### src/rtl/ad_acq_sequencer.sv
// Burst acquisition sequencer: every acq_timing rising edge requests
// 2^SAMPLES_LOG2 conversions and emits their truncated average.
module ad_acq_sequencer #(
   parameter int DATA_WIDTH     = 16,
   parameter int SAMPLES_LOG2   = 3,
   parameter int TIMEOUT_CLOCKS = 200
) (
   input  logic                  clk_100M,
   input  logic                  rst,
   input  logic                  acq_timing,
   output logic                  conv_start,
   input  logic                  conv_drdy,
   input  logic [DATA_WIDTH-1:0] conv_data,
   output logic                  avg_valid,
   output logic [DATA_WIDTH-1:0] avg_data,
   output logic                  busy,
   output logic                  err_timeout,
   output logic                  overrun,
   output logic [1:0]            led
);

   localparam int AW = DATA_WIDTH + SAMPLES_LOG2;
   localparam int CW = SAMPLES_LOG2 + 1;
   localparam int TW = $clog2(TIMEOUT_CLOCKS);
   localparam logic [CW-1:0] CNT_LAST =
      CW'((1 << SAMPLES_LOG2) - 1);
   localparam logic [TW-1:0] TMO_LAST =
      TW'(TIMEOUT_CLOCKS - 1);

   typedef enum logic [1:0] {
      S_IDLE = 2'd0,
      S_REQ  = 2'd1,
      S_WAIT = 2'd2
   } state_e;

   state_e                state_q, state_d;
   logic                  acq_prev_q, acq_prev_d;
   logic [AW-1:0]         acc_q, acc_d;
   logic [CW-1:0]         cnt_q, cnt_d;
   logic [TW-1:0]         tmo_q, tmo_d;
   logic                  avg_valid_q, avg_valid_d;
   logic [DATA_WIDTH-1:0] avg_data_q, avg_data_d;
   logic                  err_q, err_d;
   logic                  ovr_q, ovr_d;

   logic                  trig;
   logic [AW-1:0]         acc_sum;

   always_comb begin
      trig        = acq_timing & ~acq_prev_q;
      acc_sum     = acc_q + AW'(conv_data);
      state_d     = state_q;
      acq_prev_d  = acq_timing;
      acc_d       = acc_q;
      cnt_d       = cnt_q;
      tmo_d       = tmo_q;
      avg_valid_d = 1'b0;
      avg_data_d  = avg_data_q;
      err_d       = 1'b0;
      // edges arriving outside IDLE are lost and remembered
      ovr_d       = ovr_q | (trig & (state_q != S_IDLE));
      unique case (1'b1)
         (state_q == S_IDLE): begin
            if (trig) begin
               acc_d   = '0;
               cnt_d   = '0;
               state_d = S_REQ;
            end
         end
         (state_q == S_REQ): begin
            tmo_d   = '0;
            state_d = S_WAIT;
         end
         (state_q == S_WAIT): begin
            tmo_d = tmo_q + TW'(1);
            if (conv_drdy) begin
               acc_d = acc_sum;
               if (cnt_q == CNT_LAST) begin
                  avg_data_d  =
                     DATA_WIDTH'(acc_sum >> SAMPLES_LOG2);
                  avg_valid_d = 1'b1;
                  state_d     = S_IDLE;
               end else begin
                  cnt_d   = cnt_q + CW'(1);
                  state_d = S_REQ;
               end
            end else if (tmo_q == TMO_LAST) begin
               err_d   = 1'b1;
               state_d = S_IDLE;
            end
         end
         default: state_d = S_IDLE;
      endcase
   end

   always_ff @(posedge clk_100M) begin
      if (rst) begin
         state_q     <= S_IDLE;
         acq_prev_q  <= 1'b1;
         acc_q       <= '0;
         cnt_q       <= '0;
         tmo_q       <= '0;
         avg_valid_q <= 1'b0;
         avg_data_q  <= '0;
         err_q       <= 1'b0;
         ovr_q       <= 1'b0;
      end else begin
         state_q     <= state_d;
         acq_prev_q  <= acq_prev_d;
         acc_q       <= acc_d;
         cnt_q       <= cnt_d;
         tmo_q       <= tmo_d;
         avg_valid_q <= avg_valid_d;
         avg_data_q  <= avg_data_d;
         err_q       <= err_d;
         ovr_q       <= ovr_d;
      end
   end

   assign conv_start  = (state_q == S_REQ);
   assign busy        = (state_q != S_IDLE);
   assign led         = state_q;
   assign avg_valid   = avg_valid_q;
   assign avg_data    = avg_data_q;
   assign err_timeout = err_q;
   assign overrun     = ovr_q;

endmodule

### config.mk
export PLATFORM = sky130hd
export DESIGN_NAME = ad_acq_sequencer
export DESIGN_NICKNAME = d
export VERILOG_FILES = /design/src/rtl/ad_acq_sequencer.sv
export SDC_FILE = /design/constraint.sdc
export NUM_CORES = 1
export LEC_CHECK = 0
export ABC_AREA = 1
export CORE_ASPECT_RATIO = 0.6
export CORE_UTILIZATION = 55
export CTS_BUF_LIST = sky130_fd_sc_hd__clkbuf_4
export DETAILED_ROUTE_END_ITERATION = 10
export GPL_TIMING_DRIVEN = 0
export PLACE_DENSITY = 0.9
export SKIP_LAST_GASP = 1
export SYNTH_ARGS = -nofsm -noshare
export SYNTH_HDL_FRONTEND = slang
export SYNTH_SLANG_ARGS = --single-unit
### constraint.sdc
create_clock -name clk_100M -period 2.8 [get_ports clk_100M]
set_clock_uncertainty 0.15 [all_clocks]
set_input_delay 0.56 -clock clk_100M [delete_from_list [all_inputs] [get_ports clk_100M]]
set_output_delay 0.56 -clock clk_100M [all_outputs]
set_load 0.02 [all_outputs]
# Word-level counts from Yosys, hierarchy flattened
# Cells that the tools add are included.
dict set report word_totals {
  output_inout_bits 23
  inputBits 20
  ff_bits 53
}
dict set report classes {
  n_addsub 3
  mux 15
  n_reduce_logical 10
  bitwise_logic 6
  n_eq_ne 8
}
# op n
set ops {}
lappend ops {{$mux W19} 2}
lappend ops {{$pmux W19 S2} 1}
lappend ops {{$add A19 B16 Y19} 1}
lappend ops {{$pmux W8 S2} 1}
lappend ops {{$mux W4} 3}
lappend ops {{$add A8 B1 Y8 const B} 1}
lappend ops {{$eq A8 B8 Y1 const B} 1}
lappend ops {{$pmux W4 S2} 1}
lappend ops {{$mux W2} 3}
lappend ops {{$ne A2 B2 Y1 const B} 3}
lappend ops {{$pmux W2 S3} 1}
lappend ops {{$reduce_and A3 Y1} 2}
lappend ops {{$reduce_bool A2 Y1} 3}
lappend ops {{$reduce_or A3 Y1} 2}
lappend ops {{$add A4 B1 Y4 const B} 1}
lappend ops {{$eq A4 B3 Y1 const B} 1}
lappend ops {{$reduce_and A4 Y1} 1}
lappend ops {{$mux W1} 3}
lappend ops {{$ne A3 B2 Y1 const B} 1}
lappend ops {{$not A1 Y1} 3}
lappend ops {{$and A1 B1 Y1} 2}
lappend ops {{$eq A2 B1 Y1 const B} 1}
lappend ops {{$eq A2 B2 Y1 const B} 1}
lappend ops {{$logic_not A2 Y1} 1}
lappend ops {{2 further kinds} 2}

# Depth between registers and ports, before layout
# Gate-level depths: netlist (run 1).
dict set report logic_depth {
  ltp_word 4
  depth_mapped 14
}

# Least setup slack after synthesis (run 1)
# Ideal clock, no wire load.
dict set report synth_path {
  path_type {in2reg}
  startpoint {in conv_data[0]}
  endpoint {reg avg_data_q[5] (netlist: avg_data[5])}
  required_ns 2.536
  path_buffers 0
  setup_ns 0.114
  t_arrival_ns 1.951
  setup_slack_ns 0.585
  cell_stages 11
  path_cell_list {ha_1 > fa_1 > nand3_2 > nand3_2 > nand2_2 > nand2_4 > or2_1 > nand2_1 > nand2_1 > o211ai_2 > inv_1}
}
dict set report synth_via {
  elab_chain_cells 1
}
# item line_no
set synth_lines {}
lappend synth_lines {{from (decl)} 13} ;# input logic [DATA_WIDTH-1:0] conv_data,
lappend synth_lines {{$add A19 B16 Y19} 51} ;# acc_sum = acc_q + AW'(conv_data);
lappend synth_lines {{to (signal assigned)} 114} ;# avg_data_q <= avg_data_d;
lappend synth_lines {{to (decl)} 42} ;# logic [DATA_WIDTH-1:0] avg_data_q, avg_data_d;
# Every way passes these cells.
# A chain may end at the register's enable or synchronous reset.

# Worst setup path in the final report (run 1)
dict set report layout_path {
  startpoint {reg state_q[0] (netlist: led[0])}
  endpoint {out busy}
}
dict set report layout_via {
  elab_chain_cells 1
}
# item line_no
set layout_lines {}
lappend layout_lines {{from (decl)} 36} ;# state_e state_q, state_d;
lappend layout_lines {{from (signal assigned)} 108} ;# state_q <= state_d;
lappend layout_lines {{$reduce_bool A2 Y1} 121} ;# assign busy = (state_q != S_IDLE);
lappend layout_lines {{to (decl)} 16} ;# output logic busy,
# Every way passes these cells.

==> results of run 1 <==
[synthesized netlist by cell type (all sizes together)]
library cell / number / area [um2]
clkbuf: 2 / 7.51
nor3b: 4 / 35.0
and2: 2 / 12.5
xor2: 5 / 43.8
inv: 65 / 249
nand2: 146 / 591
o211ai: 2 / 20.0
xnor2: 1 / 8.76
a21oi: 42 / 244
dfxtp: 53 / 1060
or2: 5 / 31.3
a21o: 2 / 15.0
clkinv: 1 / 5.00
o21a: 1 / 7.51
nand3: 31 / 223
fa: 1 / 20.0
nor3: 9 / 72.6
nor2: 55 / 272
nand4: 1 / 6.26
a211oi: 2 / 15.0
nand3b: 2 / 15.0
ha: 22 / 275
o21ai: 17 / 85.1
nor4: 2 / 18.8
o21bai: 2 / 15.0
buf: 8 / 71.3
[flip-flops by register name, indices dropped and copies added (netlist names)]
name	cells
acc_q	19
avg_data	16
tmo_q	8
cnt_q	4
led	2
acq_prev_q	1
avg_valid	1
err_timeout	1
overrun	1
[stage by stage]
| step | hold WS, ns | util [%] | area, um2 | total power, W |
|---|---|---|---|---|
| global route | 0.353 | 69.5 | 4020 | 0.00240 |
| floorplan | 0.294 | - | 3420 | 0.00152 |
| detailed placement | 0.308 | 68.2 | 3940 | 0.00180 |
| global placement | 0.287 | 68.2 | 3940 | 0.00176 |
| CTS | 0.329 | 69.5 | 4020 | 0.00226 |
| finish | 0.324 | 69.5 | 4020 | 0.00226 |
[kinds of logic (layout without fill, tap and decap cells)]
family / Yosys count / after routing / share of synthesized area [%]
AOI/OAI and AO/OA: 68 / 68 / 11.7
buffers and inverters: 76 / 125 / 9.73
and+or+nand+nor: 257 / 257 / 37.3
adders and majority gates: 23 / 23 / 8.64
DFF: 53 / 53 / 31.0
xor gates and xnor gates: 6 / 6 / 1.54
[worst max path at each step]
stage               slack (ns)                        to                 from
floorplan                 0.59  avg_data[5]$_SDFFE_PP0P_         conv_data[0]
global placement          0.02  avg_data[5]$_SDFFE_PP0P_         conv_data[0]
detailed placement       0.001  avg_data[5]$_SDFFE_PP0P_         conv_data[0]
CTS                       0.18                      busy  led[0]$_SDFFE_PP0P_
global route              0.06                      busy  led[0]$_SDFFE_PP0P_
finish                    0.17                      busy  led[0]$_SDFFE_PP0P_
[critical path, cell delays in order, from the launching register on]
cell	delay, ns
dfxtp_1	0.44
inv_1	0.11
ha_1	0.24
inv_1	0.11
clkdlybuf4s50_1	0.61
[layer usage]
metal	share of wire (%)	GRT usage (%)	up-vias
met4	1.0	6.61	0
met3	6.9	4.66	10
met2	43	44.9	123
met5	0	0	-
met1	49	38.9	1507
li1	-	-	1628
[area by class of cell]
| cell class | count | area, um2 |
|---|---|---|
| multi-input cells | 354 | 2030 |
| fillers | 467 | 1760 |
| repair buffers | 42 | 420 |
| clock inverters | 2 | 38.8 |
| well taps | 80 | 100 |
| flip-flops and latches | 53 | 1060 |
| clock buffers | 5 | 37.5 |
| inverters | 66 | 254 |
| plain buffers | 10 | 78.8 |
[power by group]
part	switching [W]	internal (W)	total [W]
clock	0.000272	0.000187	0.000459
combinational	0.000631	0.000328	0.000959
sequential	0.0000414	0.000803	0.000845
total	0.000944	0.00132	0.00226
==> impl_results.md, run 1 <==
- Critical path arrival: between 1.5 and 2 ns
- Number of I/O port buffers: between 40 and 50
- Setup violators final: 0
- DRC viols: 0
- Final worst setup slack: 0.166 ns
- Wirelength, routed: roughly 8500 um
- Worst flop-to-flop path endpoint: avg_data[5]$_SDFFE_PP0P_
- Vias: around 3300
- Mapped Area: roughly 3400 um2
- Share of layout cells above drive strength 1: around 16%
- Clock buffer depth: 2
- Pins Over Slew Limit: 0
- CTS tree: built
- Hold Fails Final Rpt: 0
- Sequential share of the synthesized area: 31.0%
- Fin cells: 612
- Synthesized net count: around 530
- Cell area power density: 563 nW/um2
- Reg2reg start: acc_q[0]$_SDFFE_PP0P_
- DR vias/cell: 5.34
- Worst IR Drop VDD: ~470 uV
- Worst skew pair latency: approximately 0.40 ns
- CP endpoint kind: output pin
- Die W: approximately 100 um
- Synth Register Bits: 53
- Syn Area/Cell: 7.08 um2
- Post-Syn Instances: 483
- Hold depth: 2
- Placed Cells: 605
- Fin crit share: 94.1%
- CTS Sinks: 53
- Pre-CTS setup slack: ~0.00099 ns
- Total of max-cap violations: 0
- Worst hold start: overrun$_SDFF_PP0_
- Post-CTS sizing: 0
- Setup bufs post-CTS: 0
- Tightest Pin Transition: a little under 0.7 ns
- Post-DRT Antenna Nets: 0
- Initial antenna violation count: 0
- Commonest cells after routing, fill and taps aside: nand2_1 (133), inv_1 (57), dfxtp_1 (53), clkdlybuf4s50_1 (42), nor2_1 (35)
- Critical Path Source Type: register
- Nets: about 580
- R2R Setup Slk: roughly 0.66 ns
- Fmax: about 380 MHz
- Vias in the first global route: ~3000
- Commonest non-fill, non-tap cell in the layout: nand2_1
- Global-route wire length before repair: approximately 14000 um
- Wire per inst: 13.9 um
- WS Path Type: register to output pin
- TNS Setup: 0 ns
- H-tree depth: 2
- Num rows: 21
- Tmin final: 2.63 ns
- Placeable Area: 5780 um2
- Worst hold path class: register to register
- FF-to-FF path depth: 11
- TritonCTS Buffers: 5
- RSZ-0062 raised after global routing: no
- GRT Total Usage: roughly 28%
- I/O pins: 43
- DRT iter0 DRCs: roughly 230
- Die area: between 6000 and 7000 um2
- # diodes: 0
- DIE HEIGHT: 63.1 um
- Yosys Warn Count: 0
- Global placer's final weighted congestion: around 0.94
- Leakage power: about 1.8 nW
- Post-CTS Hold Buffers: 0
- Outcome: completed
- Area Overhead vs Synth: 17.5%
- Clock transition at the registers of the reported paths: ~0.17 ns
- Crit Path Max Fanout: 4
- Relative slew slack: 53.7%
- Initial Utilization: approximately 60%
- TritonRoute pass-1 iters: 5
- Post-synthesis cell type count: between 40 and 50
- WP data required: 2.09 ns
- Largest net degree at the start of global routing: 17
- CTS Root Cell: clkbuf_4
- Global-route congestion overflow total: 0
- Hold EP: overrun$_SDFF_PP0_
- HPWL after DPL: approximately 6600 um
Power figures use the tool's default switching activity.
==> run 2: changes to the inputs <==
==> constraint.sdc (replaced) <==
create_clock -name clk_100M -period 2.8 [get_ports clk_100M]
set_clock_uncertainty 0.15 [all_clocks]
set_input_delay 0.28 -clock clk_100M [delete_from_list [all_inputs] [get_ports clk_100M]]
set_output_delay 0.28 -clock clk_100M [all_outputs]
set_load 0.02 [all_outputs]
==> results of run 2 <==
The final DEF is identical to that of run 1. Status: completed.
Main changes from that run: setup slack after placement 0.000995 ns -> 0.281 ns; setup slack after layout 0.166 ns -> 0.446 ns
